$ cat src/rtl/seh_cg_pkg.sv
// Shared constants for the clock-gate enable controller: state encoding,
// default timing parameters and counter-width derivation.
package seh_cg_pkg;

    localparam logic [1:0] ST_OFF   = 2'd0;
    localparam logic [1:0] ST_WAKE  = 2'd1;
    localparam logic [1:0] ST_ON    = 2'd2;
    localparam logic [1:0] ST_DRAIN = 2'd3;

    localparam int WAKE_CYCLES_DEF = 2;
    localparam int IDLE_CYCLES_DEF = 16;
    localparam int STAT_W_DEF      = 16;

    // A down-counter loaded with CYCLES-1 never needs more than clog2(CYCLES) bits.
    function automatic int cnt_w(input int cycles);
        return (cycles < 2) ? 1 : $clog2(cycles);
    endfunction

    localparam int WCNT_W = cnt_w(WAKE_CYCLES_DEF);
    localparam int ICNT_W = cnt_w(IDLE_CYCLES_DEF);

endpackage

$ cat src/rtl/seh_clkgate_ctrl_if.sv
// Client-side signal bundle of the clock-gate controller; the controller
// takes the slave view, the gated-domain client the master view.
interface seh_clkgate_ctrl_if #(
    parameter int STAT_W = 16
) ();

    logic              REQ;
    logic              BUSY;
    logic              FORCE_ON;
    logic              TEST_EN;
    logic              STAT_CLR;
    logic              GEN;
    logic              ACK;
    logic [1:0]        STATE;
    logic [STAT_W-1:0] GATED_CNT;

    modport master (
        output REQ, BUSY, FORCE_ON, TEST_EN, STAT_CLR,
        input  GEN, ACK, STATE, GATED_CNT
    );

    modport slave (
        input  REQ, BUSY, FORCE_ON, TEST_EN, STAT_CLR,
        output GEN, ACK, STATE, GATED_CNT
    );

endinterface

$ cat src/rtl/seh_cg_en_retime.sv
// Falling-edge retime of the gate enable plus the scan override; the only
// negedge element of the controller lives here.
module seh_cg_en_retime (
    input  logic CK,
    input  logic RN,
    input  logic i_en,
    input  logic i_test_en,
    output logic o_gen
);

    logic r_gen_q;

    // Capture while CK falls so the AND2 enable only moves during CK low
    always_ff @(negedge CK or negedge RN) begin
        if (!RN) begin
            r_gen_q <= 1'b0;
        end else begin
            r_gen_q <= i_en;
        end
    end

    assign o_gen = r_gen_q | i_test_en;

endmodule

$ cat src/rtl/seh_clkgate_ctrl.sv
// Clock-gate enable controller: wake settling, idle-timeout drain, scan
// override and a saturating count of cycles spent gated off.
module seh_clkgate_ctrl
    import seh_cg_pkg::*;
#(
    parameter int WAKE_CYCLES = WAKE_CYCLES_DEF,
    parameter int IDLE_CYCLES = IDLE_CYCLES_DEF,
    parameter int STAT_W      = STAT_W_DEF
) (
    input  logic             CK,
    input  logic             RN,
    seh_clkgate_ctrl_if.slave cg_bus
);

    localparam int WC_W = cnt_w(WAKE_CYCLES);
    localparam int IC_W = cnt_w(IDLE_CYCLES);

    logic [1:0]        r_state;
    logic [1:0]        w_state_nxt;
    logic [WC_W-1:0]   r_wcnt;
    logic [WC_W-1:0]   w_wcnt_nxt;
    logic [IC_W-1:0]   r_icnt;
    logic [IC_W-1:0]   w_icnt_nxt;
    logic              r_ack;
    logic              w_ack_nxt;
    logic [STAT_W-1:0] r_gated_cnt;
    logic              w_act;

    assign w_act = cg_bus.REQ | cg_bus.BUSY | cg_bus.FORCE_ON;

    // Next-state and counter-load decisions of the gating sequence
    always_comb begin
        w_state_nxt = r_state;
        w_wcnt_nxt  = r_wcnt;
        w_icnt_nxt  = r_icnt;
        case (r_state)
            ST_OFF: begin
                if (w_act) begin
                    w_state_nxt = ST_WAKE;
                    w_wcnt_nxt  = WC_W'(WAKE_CYCLES - 1);
                end else begin
                    w_state_nxt = ST_OFF;
                end
            end
            ST_WAKE: begin
                if (r_wcnt == {WC_W{1'b0}}) begin
                    w_state_nxt = ST_ON;
                end else begin
                    w_wcnt_nxt = r_wcnt - WC_W'(1);
                end
            end
            ST_ON: begin
                if (!w_act) begin
                    w_state_nxt = ST_DRAIN;
                    w_icnt_nxt  = IC_W'(IDLE_CYCLES - 1);
                end else begin
                    w_state_nxt = ST_ON;
                end
            end
            ST_DRAIN: begin
                // Fresh activity beats the timeout, even on the terminal cycle
                if (w_act) begin
                    w_state_nxt = ST_ON;
                end else if (r_icnt == {IC_W{1'b0}}) begin
                    w_state_nxt = ST_OFF;
                end else begin
                    w_icnt_nxt = r_icnt - IC_W'(1);
                end
            end
            default: begin
                w_state_nxt = ST_OFF;
            end
        endcase
        w_ack_nxt = (w_state_nxt == ST_ON) | (w_state_nxt == ST_DRAIN);
    end

    // FSM state, settle/idle counters and the ACK flop
    always_ff @(posedge CK or negedge RN) begin
        if (!RN) begin
            r_state <= ST_OFF;
            r_wcnt  <= {WC_W{1'b0}};
            r_icnt  <= {IC_W{1'b0}};
            r_ack   <= 1'b0;
        end else begin
            r_state <= w_state_nxt;
            r_wcnt  <= w_wcnt_nxt;
            r_icnt  <= w_icnt_nxt;
            r_ack   <= w_ack_nxt;
        end
    end

    // Saturating count of cycles spent gated off; clear wins over count
    always_ff @(posedge CK or negedge RN) begin
        if (!RN) begin
            r_gated_cnt <= {STAT_W{1'b0}};
        end else if (cg_bus.STAT_CLR) begin
            r_gated_cnt <= {STAT_W{1'b0}};
        end else if ((r_state == ST_OFF) && (r_gated_cnt != {STAT_W{1'b1}})) begin
            r_gated_cnt <= r_gated_cnt + STAT_W'(1);
        end else begin
            r_gated_cnt <= r_gated_cnt;
        end
    end

    seh_cg_en_retime u_retime (
        .CK        (CK),
        .RN        (RN),
        .i_en      (r_state != ST_OFF),
        .i_test_en (cg_bus.TEST_EN),
        .o_gen     (cg_bus.GEN)
    );

    assign cg_bus.ACK       = r_ack;
    assign cg_bus.STATE     = r_state;
    assign cg_bus.GATED_CNT = r_gated_cnt;

endmodule

$ cat src/flat_wrapper.sv
// flat-port wrapper written by rule: the top's interface ports become plain ports
module seh_clkgate_ctrl_flat import seh_cg_pkg::*;
#(
    parameter int WAKE_CYCLES = WAKE_CYCLES_DEF,
    parameter int IDLE_CYCLES = IDLE_CYCLES_DEF,
    parameter int STAT_W      = STAT_W_DEF
)
  (CK, RN, cg_bus_REQ, cg_bus_BUSY, cg_bus_FORCE_ON, cg_bus_TEST_EN, cg_bus_STAT_CLR, cg_bus_GEN, cg_bus_ACK, cg_bus_STATE, cg_bus_GATED_CNT);
  seh_clkgate_ctrl_if #(.STAT_W(STAT_W)) cg_bus_i ();
  input  logic CK;
  input  logic RN;
  input wire logic [$bits(cg_bus_i.REQ)-1:0] cg_bus_REQ;
  input wire logic [$bits(cg_bus_i.BUSY)-1:0] cg_bus_BUSY;
  input wire logic [$bits(cg_bus_i.FORCE_ON)-1:0] cg_bus_FORCE_ON;
  input wire logic [$bits(cg_bus_i.TEST_EN)-1:0] cg_bus_TEST_EN;
  input wire logic [$bits(cg_bus_i.STAT_CLR)-1:0] cg_bus_STAT_CLR;
  output wire logic [$bits(cg_bus_i.GEN)-1:0] cg_bus_GEN;
  output wire logic [$bits(cg_bus_i.ACK)-1:0] cg_bus_ACK;
  output wire logic [$bits(cg_bus_i.STATE)-1:0] cg_bus_STATE;
  output wire logic [$bits(cg_bus_i.GATED_CNT)-1:0] cg_bus_GATED_CNT;
  assign cg_bus_i.REQ = cg_bus_REQ;
  assign cg_bus_i.BUSY = cg_bus_BUSY;
  assign cg_bus_i.FORCE_ON = cg_bus_FORCE_ON;
  assign cg_bus_i.TEST_EN = cg_bus_TEST_EN;
  assign cg_bus_i.STAT_CLR = cg_bus_STAT_CLR;
  assign cg_bus_GEN = cg_bus_i.GEN;
  assign cg_bus_ACK = cg_bus_i.ACK;
  assign cg_bus_STATE = cg_bus_i.STATE;
  assign cg_bus_GATED_CNT = cg_bus_i.GATED_CNT;
  seh_clkgate_ctrl #(.WAKE_CYCLES(WAKE_CYCLES), .IDLE_CYCLES(IDLE_CYCLES), .STAT_W(STAT_W)) u_core (.CK(CK), .RN(RN), .cg_bus(cg_bus_i));
endmodule
$ cat config.mk
export PLATFORM = sky130hd
export DESIGN_NAME = seh_clkgate_ctrl_flat
export DESIGN_NICKNAME = d
export VERILOG_FILES = /design/src/rtl/seh_cg_pkg.sv /design/src/rtl/seh_clkgate_ctrl_if.sv /design/src/rtl/seh_cg_en_retime.sv /design/src/rtl/seh_clkgate_ctrl.sv /design/src/flat_wrapper.sv
export SDC_FILE = /design/constraint.sdc
export NUM_CORES = 1
export LEC_CHECK = 0
export ABC_CLOCK_PERIOD_IN_PS = 4200
export CAP_MARGIN = 20
export CORE_ASPECT_RATIO = 1.5
export CORE_MARGIN = 1
export CORE_UTILIZATION = 30
export CTS_CLUSTER_DIAMETER = 120
export DETAILED_ROUTE_END_ITERATION = 6
export GPL_TIMING_DRIVEN = 1
export SLEW_MARGIN = 25
export SYNTH_ARGS = -nofsm -noshare
export SYNTH_HDL_FRONTEND = slang
export SYNTH_SLANG_ARGS = --single-unit
export TNS_END_PERCENT = 5
$ cat constraint.sdc
create_clock -name CK -period 4.2 [get_ports CK]
set_input_delay 0.84 -clock CK [delete_from_list [all_inputs] [get_ports CK]]
set_output_delay 0.84 -clock CK [all_outputs]
set_load 0.05 [all_outputs]
==> results of run 1 <==
[cell families after synthesis]
family                   Yosys count  share of synthesized area (%)
buffers and inverters             14                           5.55
AO/OA/AOI/OAI                     42                           19.4
AND/OR/NAND/NOR                   56                           26.2
adder cells (fa/ha/maj)            2                           1.82
multiplexers                       2                           1.64
flip-flops                        25                           45.5
[metal layers]
| layer | routed length [um] | vias to the layer above |
|---|---|---|
| met3 | 140 | 7 |
| met2 | 1680 | 37 |
| met5 | 0 | - |
| met4 | 56 | 0 |
| met1 | 1440 | 601 |
| li1 | - | 590 |
[worst max-delay path, cell delays in order (launching register included)]
cell and delay [ns]:
dfrtn_1 0.34, or2_2 0.28, buf_4 0.19
[worst max-delay path by stage]
| stage | end | slack, ns | cells after the start |
|---|---|---|---|
| 3_5_place_dp | cg_bus_GEN | 0.49 | 2 |
| 5_1_grt | cg_bus_GEN | 0.15 | 2 |
| 6_report | cg_bus_GEN | 0.17 | 2 |
| 4_1_cts | cg_bus_GEN | 0.18 | 2 |
| 3_3_place_gp | cg_bus_GEN | 0.50 | 2 |
| 2_1_floorplan | cg_bus_GEN | 0.57 | 1 |
[final cells by class]
class                      count  share of cell area (%)
clock buffer                   4                    2.66
inverter                       7                    1.55
multi-input combinational    102                    39.8
sequential                    25                    36.9
tap                           46                    3.40
timing repair buffer          27                    15.7
[power breakdown]
group          switching (mW)  total [mW]  internal, mW
logic                  0.0449      0.0733        0.0284
registers              0.0182       0.275         0.256
clock network          0.0752       0.143        0.0679
total                   0.138       0.491         0.353
[metrics by stage]
step	setup WS [ns]	util, %	total power, mW	hold slack [ns]	instance area [um^2]
2_1_floorplan	0.567	-	0.323	0.473	1380
3_3_place_gp	0.502	38.2	0.349	0.493	1650
3_5_place_dp	0.493	38.2	0.353	0.515	1650
4_1_cts	0.177	39.2	0.497	0.527	1690
5_1_grt	0.148	39.2	0.516	0.562	1690
6_report	0.173	39.2	0.491	0.528	1690
[registers in the layout (all words and copies together) (netlist names)]
register                 count
u_core.u_retime.r_gen_q      1
u_core.cg_bus.ACK            1
u_core.r_wcnt                1
u_core.cg_bus.STATE          2
u_core.r_icnt                4
u_core.cg_bus.GATED_CNT     16
[Yosys cell counts]
master	n
o31a_1	1
nor4_1	3
o311ai_0	2
a31oi_1	3
dfrtn_1	1
or4_1	7
mux2_2	2
a22oi_1	1
or2_2	3
nand3_2	1
o21a_1	1
a21oi_1	16
or3_1	2
o22a_1	2
or4_4	1
ha_1	2
inv_1	7
nand2_1	9
nand4bb_1	1
nor2b_1	4
nor2_1	5
o31ai_1	7
buf_4	1
a22o_1	1
nor3_1	2
and3_1	2
o41ai_1	2
buf_6	2
nor4b_2	1
dlygate4sd1_1	1
nand3_1	4
clkbuf_1	3
and4_1	4
dfrtp_1	24
o21ai_0	6
nor3b_1	1
nand3b_1	2
nand4_1	2
nand4_2	1
and3_2	1
==> results.toml, run 1 <==
[finish]
nets = 175
syn_to_final_growth_pct = 23.1
instances_no_fill = 211
drive_gt1_share_pct = 9.09
area.sequential_um2 = 626
final_common_cell = "clkdlybuf4s50_1"
multi_input_area_um2 = 674
n_antenna_cell = 0
layout_common_cells = "clkdlybuf4s50_1, dfrtp_1, a21oi_1, nand2_1"
fillers = 432

[synth]
ys_ff_latch = 25
synthCells = 141
synth_top_area_share_pct = 43.6
synthesis.nets = 150
synth_area_leaders = "dfrtp_1, a21oi_1, o31ai_1, or4_1, and4_1"
synth_cell_type_count = 40
yosysWarnings = 0
ys_seq_area_share_pct = 45.5
yosys.area.top_type = "dfrtp_1"
synthesis.area_per_instance_um2 = 9.76
synth_area_um2 = 1380

[run_status]
outcome = "finished, violations left"
violations = "design-rule violations"

[clocking]
holdBufCountCts = 0
clk_pin_slew_ns = 0.08
clkLatencyLatePin_ns = 0.28
ctsHtreeMaxLevel = 1
postCtsSetupBuffers = 0
cts_resized = 0
clock_sinks = 25
cts_buffers = 3
ctsRootBufferMaster = "clkbuf_8"
ctsLongestPathBuffers = 2
tritoncts = "done"

[power_and_ir_drop]
power_density_nw_per_um2 = 290
vdd.ir_drop.worst_mv = 0.145
power.leakage_nw = 0.642

[sta]
clock_skew_ns = 0.0129
setup_viol = 0
tns_ns = 0
drv_slew = 0
worstMarginPinSlew_ns = 0.754
slew-limit-headroom_pct = 49.6
rsz0062_at_grt = "no"
hold_violations = 0

[global_routing]
grt-busiest-layer = "met2"
grt_pass1_wl_um = 5690
grt_util_met1_pct = 17.9
gr-total-overflow = 0
grt_pass1_vias = 1218
grt_util_met3_pct = 2.44
use_met2_pct = 26.2
grt_usage_pct = 14.9
grt_start_max_net_pins = 25
antenna_found_initial = 0

[worst_setup_path]
end_kind = "output port"
r2r-start = "u_core.cg_bus.STATE[0]"
critPathLaunchType = "register"
crit_required_ns = 3.36
worstSetupStartpoint = "u_core.u_retime.r_gen_q"
crit_fanout = 1
r2r_cells = 2
crit_type = "reg -> out"
reg2reg_to = "u_core.u_retime.r_gen_q"
r2r_slack_ns = 0.85
worst_ep_arrival_time_ns = 3.19

[flow_run]
drv_cap = 0

[drt]
drt_first_iter_violations = 55
firstDrtPassIters = 6
viasPerCell = 5.85
drc = 4
wire_per_inst_um = 15.7
vias = 1235
routed_wl_um = 3320
drtAntennaViolNets = 0

[die]
ios = 27
core_um2 = 4320
die_y_um = 85.0
dieArea_um2 = 4870
start_util_pct = 31.9
fp-row-count = 29
die_w_um = 57.3

[hold_path]
hold_class = "reg -> reg"
min_path_cells = 1
worstHoldStart = "u_core.r_icnt[0]"
min_to = "u_core.r_icnt[0]"

[placement]
portBuffers = 26
place_congestion = 0.824
dp_hpwl_um = 2360
post-place-cells = 207
Power figures use the tool's default switching activity.
==> run 2, diff against run 1 <==
Settings changed: CORE_ASPECT_RATIO 1.5 to default.
==> run 2 against run 1 <==
Compared with the run above: the flow now finishes without violations; sequential power about the same; via count fell by 1.4%; clock power hardly changed; utilization is 0.42 points lower; clock skew shrank 0.0025 ns; non-clock buffer count unchanged; final area grew 0.44%; register-to-register slack improved by 0.03 ns; total power increased by 0.22%.
==> results.toml, run 2 (same netlist as run 1, synthesis figures left out) <==
[sta]
worstMarginPinSlew_ns = 0.774
drv_slew = 0
slew-limit-headroom_pct = 48.3
clock_skew_ns = 0.0104
tns_ns = 0
hold_slack_ns = 0.520
setup_viol = 0
hold_violations = 0
rsz0062_at_grt = "no"

[clocking]
clkLatencyLatePin_ns = 0.28
ctsHtreeMaxLevel = 1
clk_pin_slew_ns = 0.09
ctsRootBufferMaster = "clkbuf_8"
cts_buffers = 3
tritoncts = "done"
cts_resized = 0
ctsLongestPathBuffers = 2
postCtsSetupBuffers = 0
holdBufCountCts = 0
clock_sinks = 25

[finish]
multi_input_area_um2 = 674
fillers = 440
largest_reg_flops = 16
final_area_um2 = 1700
syn_to_final_growth_pct = 23.6
instances_no_fill = 217
area.sequential_um2 = 626
n_antenna_cell = 0
final_common_cell = "clkdlybuf4s50_1"
drive_gt1_share_pct = 9.09
layout_common_cells = "clkdlybuf4s50_1, dfrtp_1, a21oi_1, nand2_1"
utilization_pct = 38.8
nets = 175

[power_and_ir_drop]
power_switching_uw = 139
power.leakage_nw = 0.642
power_frac_clock_pct = 29.3
power_density_nw_per_um2 = 289
comb_power_share_pct = 14.7
seqPwrFrac_pct = 55.9
vdd.ir_drop.worst_mv = 0.154
internal-power_uw = 353
swShare_pct = 28.3

[global_routing]
gr-total-overflow = 0
grt_usage_pct = 14.3
grt_pass1_vias = 1223
grt_start_max_net_pins = 25
grt_pass1_wl_um = 5670
antenna_found_initial = 0

[run_status]
outcome = "finished clean"

[worst_setup_path]
worst_ep_arrival_time_ns = 3.18
end_kind = "output port"
crit_fanout = 1
crit_type = "reg -> out"
critPathLaunchType = "register"
crit_required_ns = 3.36

[die]
dieArea_um2 = 4860
start_util_pct = 31.4
core_um2 = 4380
ios = 27
fp-row-count = 24
die_w_um = 69.7
die_y_um = 69.7

[drt]
drt_first_iter_violations = 58
drtAntennaViolNets = 0
vias = 1218
drc = 0
routed_wl_um = 3170
viasPerCell = 5.61
wire_per_inst_um = 14.6
firstDrtPassIters = 4

[placement]
placed_cell_area_um2 = 1660
dp_hpwl_um = 2230
portBuffers = 26
post-place-cells = 213
place_congestion = 0.750

[flow_run]
drv_cap = 0

[hold_path]
hold_class = "reg -> reg"
==> run 2: cell counts in the layout (fill, tap and decap cells not counted) <==
No cell type changed its count.
==> run 2: layout make-up <==
cell class | count | area share, %
inverter | 7 | 1.54
timing repair buffer | 27 | 15.6
sequential | 25 | 36.8
tap | 52 | 3.82
multi-input combinational | 102 | 39.6
clock buffer | 4 | 2.65
==> run 2: worst max-delay path, stage by stage (launching register included) <==
cell,delay [ns]
dfrtn_1,0.34
or2_2,0.27
buf_4,0.19
==> run 2: final timing paths <==
check,from,to,slack (ns),cells past startpoint
min,u_core.r_icnt[0],u_core.r_icnt[0],0.52,1
max in group asynchronous,RN,u_core.u_retime.r_gen_q,1.26,1
max reg2reg,u_core.cg_bus.STATE[0],u_core.u_retime.r_gen_q,0.88,2
min in group asynchronous,RN,u_core.cg_bus.GATED_CNT[11],1.09,2
min reg2reg,u_core.r_icnt[0],u_core.r_icnt[0],0.52,1
max,u_core.u_retime.r_gen_q,cg_bus_GEN,0.18,2
==> run 2: power groups by stage <==
stage               Combinational (mW)  Sequential, mW  Clock [mW]
detailed placement              0.0729           0.279           0
finish                          0.0725           0.275       0.144
global route                    0.0811           0.278       0.157
floorplan                       0.0364           0.287           0
CTS                             0.0734           0.275       0.154
global placement                0.0714           0.278           0
==> run 2: per-layer routing <==
layer | part of all wire (%) | global-route usage (%) | wire length, um
met1 | 49 | 18.8 | 1540
met5 | 0 | 0 | 0
met2 | 47 | 23.8 | 1490
met4 | 1.4 | 4.67 | 45
met3 | 2.9 | 2.33 | 92
==> run 2: metrics by stage <==
step | total power, mW | worst slack (ns)
2_1_floorplan | 0.323 | 0.567
3_3_place_gp | 0.349 | 0.500
3_5_place_dp | 0.352 | 0.491
4_1_cts | 0.502 | 0.179
5_1_grt | 0.516 | 0.170
6_report | 0.492 | 0.185
